## src/rtl/br_pred_ctrl_pkg.sv

```systemverilog
// Shared widths, default counter value and FSM encoding for the branch predictor controller.
package br_pred_ctrl_pkg;

  localparam int unsigned AddrWidth      = 32;
  localparam int unsigned InstWidth      = 32;
  localparam int unsigned ByteBitWidth   = 8;
  localparam int unsigned PredCntWidth   = 2;
  localparam int unsigned PredTableDepth = 1024;
  localparam int unsigned PredMaxDepth   = 8;

  // Weakly-taken reset value of a counter at the default counter width.
  localparam logic [PredCntWidth-1:0] CNT_DEF = PredCntWidth'(1) << (PredCntWidth - 1);

  typedef enum logic {
    PRED_INIT,
    PRED_RUN
  } pred_state_e;

endpackage

```

## src/rtl/br_pred_hist.sv

```systemverilog
// Circular FIFO of in-flight predictions {index, counter}; flush empties it in one cycle.
module br_pred_hist #(
  parameter int unsigned W     = 12,
  parameter int unsigned DEPTH = 8
) (
  input  logic                       clk,
  input  logic                       reset,
  input  logic                       flush_,
  input  logic                       push,
  input  logic [W-1:0]               push_data,
  input  logic                       pop,
  output logic [W-1:0]               pop_data,
  output logic [$clog2(DEPTH):0]     occ
);

  localparam int unsigned PTR   = $clog2(DEPTH);
  localparam int unsigned OCC_W = PTR + 1;

  logic [W-1:0]   mem [DEPTH];
  logic [PTR-1:0] rd_ptr;
  logic [PTR-1:0] wr_ptr;
  logic           do_push;
  logic           do_pop;

  assign do_pop   = pop & (occ != '0);
  assign do_push  = push & ((occ != OCC_W'(DEPTH)) | do_pop);
  assign pop_data = mem[rd_ptr];

  always_ff @(posedge clk) begin
    if (do_push) mem[wr_ptr] <= push_data;
  end

  always_ff @(posedge clk) begin
    if (reset || !flush_) begin
      rd_ptr <= '0;
      wr_ptr <= '0;
      occ    <= '0;
    end else begin
      if (do_push) wr_ptr <= wr_ptr + PTR'(1);
      if (do_pop)  rd_ptr <= rd_ptr + PTR'(1);
      case ({do_push, do_pop})
        2'b10:   occ <= occ + OCC_W'(1);
        2'b01:   occ <= occ - OCC_W'(1);
        default: occ <= occ;
      endcase
    end
  end

endmodule

```

## src/rtl/br_pred_ctrl.sv

```systemverilog
// Saturating-counter table controller: post-reset sweep, lookup/commit arbitration
// on a single-port RAM, and history tracking of in-flight predictions.
module br_pred_ctrl
  import br_pred_ctrl_pkg::*;
#(
  parameter int unsigned ADDR     = AddrWidth,
  parameter int unsigned CNT      = PredCntWidth,
  parameter int unsigned DEPTH    = PredTableDepth,
  parameter int unsigned HIST     = PredMaxDepth,
  parameter int unsigned ADDR_OFS = $clog2(InstWidth / ByteBitWidth)
) (
  input  logic                     clk,
  input  logic                     reset,
  input  logic                     flush_,
  input  logic                     br_,
  input  logic [ADDR-1:0]          br_pc,
  output logic                     br_stall,
  output logic                     br_pred_v_,
  output logic                     br_pred,
  input  logic                     br_commit_,
  input  logic                     br_result,
  output logic                     tbl_en_,
  output logic                     tbl_we_,
  output logic [$clog2(DEPTH)-1:0] tbl_addr,
  output logic [CNT-1:0]           tbl_wd,
  input  logic [CNT-1:0]           tbl_rd,
  output logic                     hist_err
);

  localparam int unsigned PTR   = $clog2(DEPTH);
  localparam int unsigned OCC_W = $clog2(HIST) + 1;
  localparam int unsigned ENT_W = PTR + CNT;
  localparam logic [CNT-1:0] CntDef = CNT'(1) << (CNT - 1);

  pred_state_e      state;
  logic [PTR-1:0]   sweep_idx;
  logic             pend;
  logic [PTR-1:0]   pend_idx;

  logic [PTR-1:0]   lkp_idx;
  logic [OCC_W-1:0] occ;
  logic [ENT_W-1:0] head;
  logic [PTR-1:0]   head_idx;
  logic [CNT-1:0]   head_cnt;
  logic [CNT-1:0]   upd_cnt;
  logic             in_run;
  logic             commit;
  logic             hist_empty;
  logic             do_upd;
  logic             accept;
  logic             push;
  logic             unused_pc;

  assign lkp_idx    = br_pc[PTR+ADDR_OFS-1:ADDR_OFS];
  assign unused_pc  = ^{br_pc[ADDR-1:PTR+ADDR_OFS], br_pc[ADDR_OFS-1:0]};
  assign in_run     = (state == PRED_RUN);
  assign commit     = !br_commit_;
  assign hist_empty = (occ == '0);
  assign do_upd     = !reset & in_run & commit & !hist_empty;
  assign head_idx   = head[ENT_W-1:CNT];
  assign head_cnt   = head[CNT-1:0];

  assign br_stall = reset | !in_run | commit | !flush_ |
                    ((occ + OCC_W'(pend)) == OCC_W'(HIST));
  assign accept   = !br_ & !br_stall;
  assign push     = pend & flush_;

  // Prediction comes straight off the RAM read data to hold 1-cycle lookup latency.
  assign br_pred_v_ = !push;
  assign br_pred    = push & tbl_rd[CNT-1];

  always_comb begin
    upd_cnt = head_cnt;
    if (br_result) begin
      if (head_cnt != '1) upd_cnt = head_cnt + CNT'(1);
    end else begin
      if (head_cnt != '0) upd_cnt = head_cnt - CNT'(1);
    end
  end

  // RAM port priority: sweep, then commit write, then lookup read.
  always_comb begin
    tbl_en_  = 1'b1;
    tbl_we_  = 1'b1;
    tbl_addr = '0;
    tbl_wd   = '0;
    if (!reset) begin
      if (state == PRED_INIT) begin
        tbl_en_  = 1'b0;
        tbl_we_  = 1'b0;
        tbl_addr = sweep_idx;
        tbl_wd   = CntDef;
      end else if (do_upd) begin
        tbl_en_  = 1'b0;
        tbl_we_  = 1'b0;
        tbl_addr = head_idx;
        tbl_wd   = upd_cnt;
      end else if (accept) begin
        tbl_en_  = 1'b0;
        tbl_addr = lkp_idx;
      end
    end
  end

  always_ff @(posedge clk) begin
    if (reset) begin
      state     <= PRED_INIT;
      sweep_idx <= '0;
      pend      <= 1'b0;
      pend_idx  <= '0;
      hist_err  <= 1'b0;
    end else begin
      case (state)
        PRED_INIT: begin
          sweep_idx <= sweep_idx + PTR'(1);
          if (sweep_idx == PTR'(DEPTH - 1)) state <= PRED_RUN;
        end
        PRED_RUN: state <= PRED_RUN;
        default:  state <= PRED_INIT;
      endcase
      pend <= accept;
      if (accept) pend_idx <= lkp_idx;
      if (commit && (!in_run || hist_empty)) hist_err <= 1'b1;
    end
  end

  br_pred_hist #(
    .W     (ENT_W),
    .DEPTH (HIST)
  ) u_hist (
    .clk       (clk),
    .reset     (reset),
    .flush_    (flush_),
    .push      (push),
    .push_data ({pend_idx, tbl_rd}),
    .pop       (do_upd),
    .pop_data  (head),
    .occ       (occ)
  );

endmodule

```

## config.mk

```make
export PLATFORM = sky130hd
export DESIGN_NAME = br_pred_ctrl
export DESIGN_NICKNAME = d
export VERILOG_FILES = /design/src/rtl/br_pred_ctrl_pkg.sv /design/src/rtl/br_pred_hist.sv /design/src/rtl/br_pred_ctrl.sv
export SDC_FILE = /design/constraint.sdc
export NUM_CORES = 1
export LEC_CHECK = 0
export BUFFER_PORTS_ARGS = -buffer_cell sky130_fd_sc_hd__buf_2
export CORE_ASPECT_RATIO = 1.5
export CORE_UTILIZATION = 53
export CTS_BUF_LIST = sky130_fd_sc_hd__clkbuf_16
export DETAILED_ROUTE_END_ITERATION = 6
export GPL_TIMING_DRIVEN = 1
export PLACE_DENSITY = 0.76
export SETUP_SLACK_MARGIN = 0.2
export SKIP_CTS_REPAIR_TIMING = 1
export SLEW_MARGIN = 15
export SYNTH_ARGS = -nofsm -noshare
export SYNTH_HDL_FRONTEND = slang
export SYNTH_SLANG_ARGS = --single-unit
export TNS_END_PERCENT = 10
```

## constraint.sdc

```tcl
create_clock -name clk -period 3.6 [get_ports clk]
set_clock_uncertainty 0.05 [all_clocks]
set_input_delay 0.72 -clock clk [delete_from_list [all_inputs] [get_ports clk]]
set_output_delay 0.72 -clock clk [all_outputs]
set_load 0.02 [all_outputs]
```

Word level (Yosys, flattened, before mapping)
Memory sizes are Yosys's and may differ from the RTL's. A register that Yosys moved wholly into a read port is not among the register bits.
Cells that the tools add are included.
Widths: inputs -> output; s select.
- flip-flop bits (word level): 33
- bits in latches: 0
- bits in writable memories: 96
- memory bits (read-only): 0
- bits of input ports: 40
- output and inout bits: 18
- memories: 1
- memory list (name ; words ; bits a word ; rd ports ; clocked after memory_dff ; write ports ; line ; text):
    u_hist.mem ; 8 ; 12 ; 1 ; 1 ; 1 ; br_pred_hist.sv:19 ; logic [W-1:0] mem [DEPTH];
- add/sub/neg operators: 8
- multipliers: 0
- div/mod/pow operators: 0
- order comparisons: 0
- equality and inequality tests: 6
- shift operators: 0
- muxes and demuxes: 24
- bitwise gates (word level): 14
- reduce and logical (&&, ||, !) cells: 15
- operator list (cell ; number):
    $mux 10 ; 4
    $mux 2 ; 6
    $add 10x1->10 const B ; 1
    $eq 10x10->1 const B ; 1
    $mux 1 ; 10
    $and 1x1->1 ; 8
    $logic_not 1->1 ; 8
    $pmux 4 s2 ; 1
    $add 3x1->3 const B ; 2
    $mux 3 ; 2
    $or 1x1->1 ; 5
    $add 4x1->4 ; 1
    $add 4x1->4 const B ; 1
    $eq 4x4->1 const B ; 1
    $logic_not 4->1 ; 1
    $ne 4x4->1 const B ; 1
    $reduce_bool 2->1 ; 2
    $reduce_bool 4->1 ; 1
    $sub 4x1->4 const B ; 1
    $add 2x1->2 const B ; 1
    $eq 2x1->1 const B ; 1
    $eq 2x2->1 const B ; 1
    $logic_or 1x1->1 ; 2
    $ne 2x2->1 const B ; 1
    4 further kinds ; 4

Logic depth before layout (Yosys ltp)
- word-level depth: 11
- depth in mapped cells: 12

Hierarchy
A second synthesis with hierarchy kept.
- cell total of the unflattened synthesis: 376
- area, all modules: 5637.9 µm²
- by module, submodules not included (module ; instances ; cells each ; area an instance (µm²) ; sequential area each (µm²)):
    br_pred_hist ; 1 ; 220 ; 4390.5 ; 3143.0
    br_pred_ctrl ; 1 ; 156 ; 1247.4 ; 460.4

Worst setup path before layout
Ideal clock, no wire load.
- path kind: input -> register
- start point: input reset
- end point: memory u_hist.mem[1][0] (enable)
- library setup time: 0.417 ns
- data arrival time: 3.000 ns
- required time: 3.133 ns
- slack: 0.133 ns
- stages on the path: 5
- path buffers: 1
- cells stage by stage: buf_2 -> or3b_4 -> a31oi_4 -> inv_2 -> nor4b_1
- word-level cells in the longest chain between the ends: 9
- ends and longest elaborated chain (element ; line ; text):
    start, declared ; br_pred_ctrl.sv:13 ; input logic reset,
    $logic_not 1->1 ; n/a ;
    $and 1x1->1 (3 in a row) ; br_pred_ctrl.sv:59 ; assign do_upd = !reset & in_run & commit & !hist_empty;
    $and 1x1->1 ; br_pred_hist.sv:25 ; assign do_pop = pop & (occ != '0);
    $or 1x1->1 ; br_pred_hist.sv:26 ; assign do_push = push & ((occ != OCC_W'(DEPTH)) | do_pop);
    $and 1x1->1 ; br_pred_hist.sv:26 ;
    $mux 1 ; br_pred_hist.sv:30 ; if (do_push) mem[wr_ptr] <= push_data;
    $mux 1 (implied by the code) ; br_pred_hist.sv:30 ;
    end, declared ; br_pred_hist.sv:19 ;
Every way passes these cells.

Final worst setup path
- start point: register u_hist.occ[0]
- end point: output tbl_addr[9]
- word-level cells in the longest chain between the ends: 9
- elaborated cells on any way between the ends: 12
- those cells by class: 1 x add/sub; 1 x eq/ne; 4 x mux; 3 x bitwise; 3 x reduce/logical
- ends and longest elaborated chain (element ; line ; text):
    start, declared ; br_pred_hist.sv:13 ; output logic [$clog2(DEPTH):0] occ
    start signal, assigned ; br_pred_hist.sv:42 ; 2'b10: occ <= occ + OCC_W'(1);
    start signal, assigned ; br_pred_hist.sv:43 ; 2'b01: occ <= occ - OCC_W'(1);
    $add 4x1->4 ; br_pred_ctrl.sv:64 ; ((occ + OCC_W'(pend)) == OCC_W'(HIST));
    $eq 4x4->1 ; br_pred_ctrl.sv:64 ;
    $or 1x1->1 ; br_pred_ctrl.sv:63 ; assign br_stall = reset | !in_run | commit | !flush_ |
    $logic_not 1->1 ; br_pred_ctrl.sv:65 ; assign accept = !br_ & !br_stall;
    $and 1x1->1 ; br_pred_ctrl.sv:65 ;
    $mux 10 ; br_pred_ctrl.sv:98 ; end else if (accept) begin
    $mux 10 * ; br_pred_ctrl.sv:93 ; end else if (do_upd) begin
    $mux 10 * ; br_pred_ctrl.sv:88 ; if (state == PRED_INIT) begin
    $mux 10 * ; br_pred_ctrl.sv:87 ; if (!reset) begin
    end, declared ; br_pred_ctrl.sv:24 ; output logic [$clog2(DEPTH)-1:0] tbl_addr,
Mark *: on every way between the ends. The rest lies on a longest branch, timed or not.

==> flow_metrics.tcl <==
set metrics [dict create \
    finalHoldViolations 0 \
    coreArea_um2 10100 \
    cts_tree "yes" \
    power_frac_clock_pct 51.0 \
    layout-drive-gt1-share_pct 32.5 \
    route.detailed.drc 0 \
    rsz0062_at_grt "true" \
    ys_warn_count 0 \
    period_minus_slack_ns 3.28 \
    grt_pass1_wl_mm 16.9 \
    power_frac_comb_pct 1.5 \
    dr.pass1.iters 4 \
    tns_ns 0 \
    yosysSeqAreaShare_pct 65.5 \
    vias 3207 \
    p_sw_uw 637 \
    clock_sinks 132 \
    syn_nets 404 \
    num_rows 45 \
    p_int_uw 2770 \
    antenna_found_initial 0 \
    drtAntennaViolNets 0 \
    p_seq_share_pct 47.6 \
    drt_iter0_markers 235 \
    synth_cell_type_count 38 \
    crit_type "flip-flop to primary output" \
    cts_buffer_depth 2 \
    path_max_fanout 11 \
    ir_worst_vdd_mv 0.459 \
    drt_wl_total_mm 10.9 \
    final_cells 536 \
    synth.top_cells.by_area "edfxtp_1, dfxtp_1, mux4_2" \
    clk_latency_ns 0.41 \
    final_cell_area_um2 6490 \
    worst-slew-pin-transition_ns 0.462 \
    grt_overflow 0 \
    synth_cells 356 \
    grt_pass1_vias 3212 \
    dp.final_hpwl_mm 6.77 \
    synth.top_cell.area_share_pct 52.4 \
    ys.flop_type "edfxtp_1" \
    maxSlewHeadroom_pct 68.9 \
    end_kind "primary output" \
    maxCapViolations 0 \
    crit_path_start_kind "flip-flop" \
    slew_violations 0 \
    power_density_nw_per_um2 525 \
    syn-cell-area_um2 5500 \
    clk_pin_slew_ns 0.05 \
    worst_ep_arrival_time_ns 2.51 \
    swShare_pct 18.7 \
    nNetsFinal 454 \
    fmax_mhz 305 \
    viasPerCell 5.98 \
    areaGrowthSynthToFinish_pct 18.0 \
    avgSynthCellArea_um2 15.4 \
    setup_violations 0 \
    yosys.area.top_type "edfxtp_1" \
    dpl_cell_area_um2 5880 \
    ys_ff_latch 132 \
    htree_levels 4 \
    status "finished clean" \
    gp_congestion 0.761 \
    placed_cells 503 \
    port_buffers 35 \
    wl_per_cell_um 20.3 \
    cp.required_ns 2.83 \
    fp.dieArea_um2 10800 \
    initial_core_util_pct 54.5 \
    clock-root-buffer "clkbuf_16" \
    p_leak_uw 0.00248 \
    die_y_um 127 \
    ios 58 \
    grt_usage_pct 21.8 \
    hp-class "flip-flop to flip-flop" \
    numCtsBuffers 17 \
    synth_edf_count 96 \
    finalPower_uw 3410 \
    finalCritPeriodShare_pct 91.1 \
    async_flop_share_pct 0 \
    n_antenna_cell 0 \
    grt_max_degree 34 \
    die_w_um 85.2 \
]
[registers in the layout, summed over array words and instances, names as in the netlist, named ones only]
| signal | cells |
|---|---|
| hist_err | 1 |
| in_run | 1 |
| pend | 1 |
| pend_idx | 10 |
| sweep_idx | 10 |
| u_hist.mem | 96 |
| u_hist.occ | 4 |
| u_hist.rd_ptr | 3 |
| u_hist.wr_ptr | 3 |
[area by class of cell]
cell class                 count  area, um^2
clock buffer                  17         425
multi-input combinational    200        1810
fill                         668        3590
sequential                   132        3600
timing repair buffer          52         317
tap                          117         146
clock inverter                15         171
inverter                       3        11.3
[final timing paths]
kind,start,end,slack (ns),depth (start not counted)
setup reg to reg,u_hist.occ[1]$_SDFFE_PP0P_,u_hist.occ[2]$_SDFFE_PP0P_,0.64,10
hold reg to reg,hist_err$_SDFFE_PP0P_,hist_err$_SDFFE_PP0P_,0.42,2
setup / recovery,u_hist.occ[0]$_SDFFE_PP0P_,tbl_addr[9],0.32,9
hold / removal,hist_err$_SDFFE_PP0P_,hist_err$_SDFFE_PP0P_,0.42,2
[critical path, stage by stage (launching register included)]
cell and delay (ns):
dfxtp_2 0.39, ha_1 0.18, ha_1 0.16, xor2_1 0.17, nor3_1 0.11, a2111oi_4 0.40
buf_6 0.22, a21oi_1 0.08, nor3_1 0.20, buf_2 0.20
[cells by family (layout without fill, tap and decap cells)]
group	count (synthesis)	in the layout	share of synthesized area (%)
mux	49	49	14.6
flops	132	132	65.5
simple gates	87	87	8.33
compound gates	38	38	4.62
buf+inv	24	87	2.18
fa+ha+maj	8	8	1.82
xor+xnor	18	18	2.87
[power by group through the flow]
stage / sequential [uW] / combinational (uW) / clock, uW
after global placement: 1650 / 47.9 / 0
after CTS: 1620 / 49.9 / 1750
after floorplan: 1650 / 25.0 / 0
after detailed placement: 1650 / 49.6 / 0
after global routing: 1620 / 54.8 / 1820
final: 1620 / 49.9 / 1740
[cell usage after synthesis (2+ instances only)]
| cell type | instances |
|---|---|
| nor3b_1 | 2 |
| inv_1 | 2 |
| nor2_1 | 34 |
| edfxtp_1 | 96 |
| buf_6 | 3 |
| nor4_1 | 2 |
| nand3_1 | 6 |
| nor3_2 | 8 |
| a211o_1 | 2 |
| o22ai_1 | 10 |
| or3_1 | 2 |
| dfxtp_1 | 36 |
| nor3_1 | 7 |
| buf_2 | 6 |
| nand2_1 | 12 |
| and3_1 | 2 |
| o21ai_0 | 4 |
| a31oi_1 | 2 |
| mux2_2 | 11 |
| nor2b_1 | 3 |
| xnor2_1 | 7 |
| clkbuf_1 | 12 |
| a21oi_1 | 17 |
| xor2_1 | 11 |
| mux2i_1 | 14 |
| mux4_2 | 24 |
| nand2b_1 | 2 |
| nor4b_1 | 2 |
| ha_1 | 8 |
[layout by cell type (no fill, tap or decap), types with 3 or more instances in the layout]
| cell type | count |
|---|---|
| a21oi_1 | 17 |
| buf_2 | 36 |
| buf_4 | 14 |
| bufinv_16 | 4 |
| clkbuf_16 | 17 |
| clkinv_1 | 3 |
| clkinv_2 | 5 |
| dfxtp_1 | 35 |
| edfxtp_1 | 96 |
| ha_1 | 8 |
| inv_1 | 4 |
| mux2_2 | 11 |
| mux2i_1 | 14 |
| mux4_2 | 24 |
| nand2_1 | 12 |
| nand3_1 | 6 |
| nor2_1 | 34 |
| nor2b_1 | 3 |
| nor3_1 | 5 |
| nor3_2 | 10 |
| o21ai_0 | 4 |
| o22ai_1 | 10 |
| xnor2_1 | 7 |
| xor2_1 | 11 |
[per-layer routing]
| metal | vias to the layer above | GRT usage, % | part of all wire, % |
|---|---|---|---|
| li1 | 1466 | - | - |
| met5 | - | 0 | 0 |
| met3 | 30 | 5.53 | 5.8 |
| met4 | 0 | 12.9 | 3.9 |
| met2 | 99 | 36.1 | 52 |
| met1 | 1612 | 25.7 | 38 |
[stage by stage]
step	hold WS, ns	setup slack (ns)	util (%)
floorplan	0.404	0.161	-
global placement	0.404	0.328	58.4
finish	0.422	0.319	64.4
global route	0.465	0.150	64.4
detailed placement	0.416	0.203	58.4
CTS	0.430	0.0730	64.3
(Power assumes the default switching activity.)
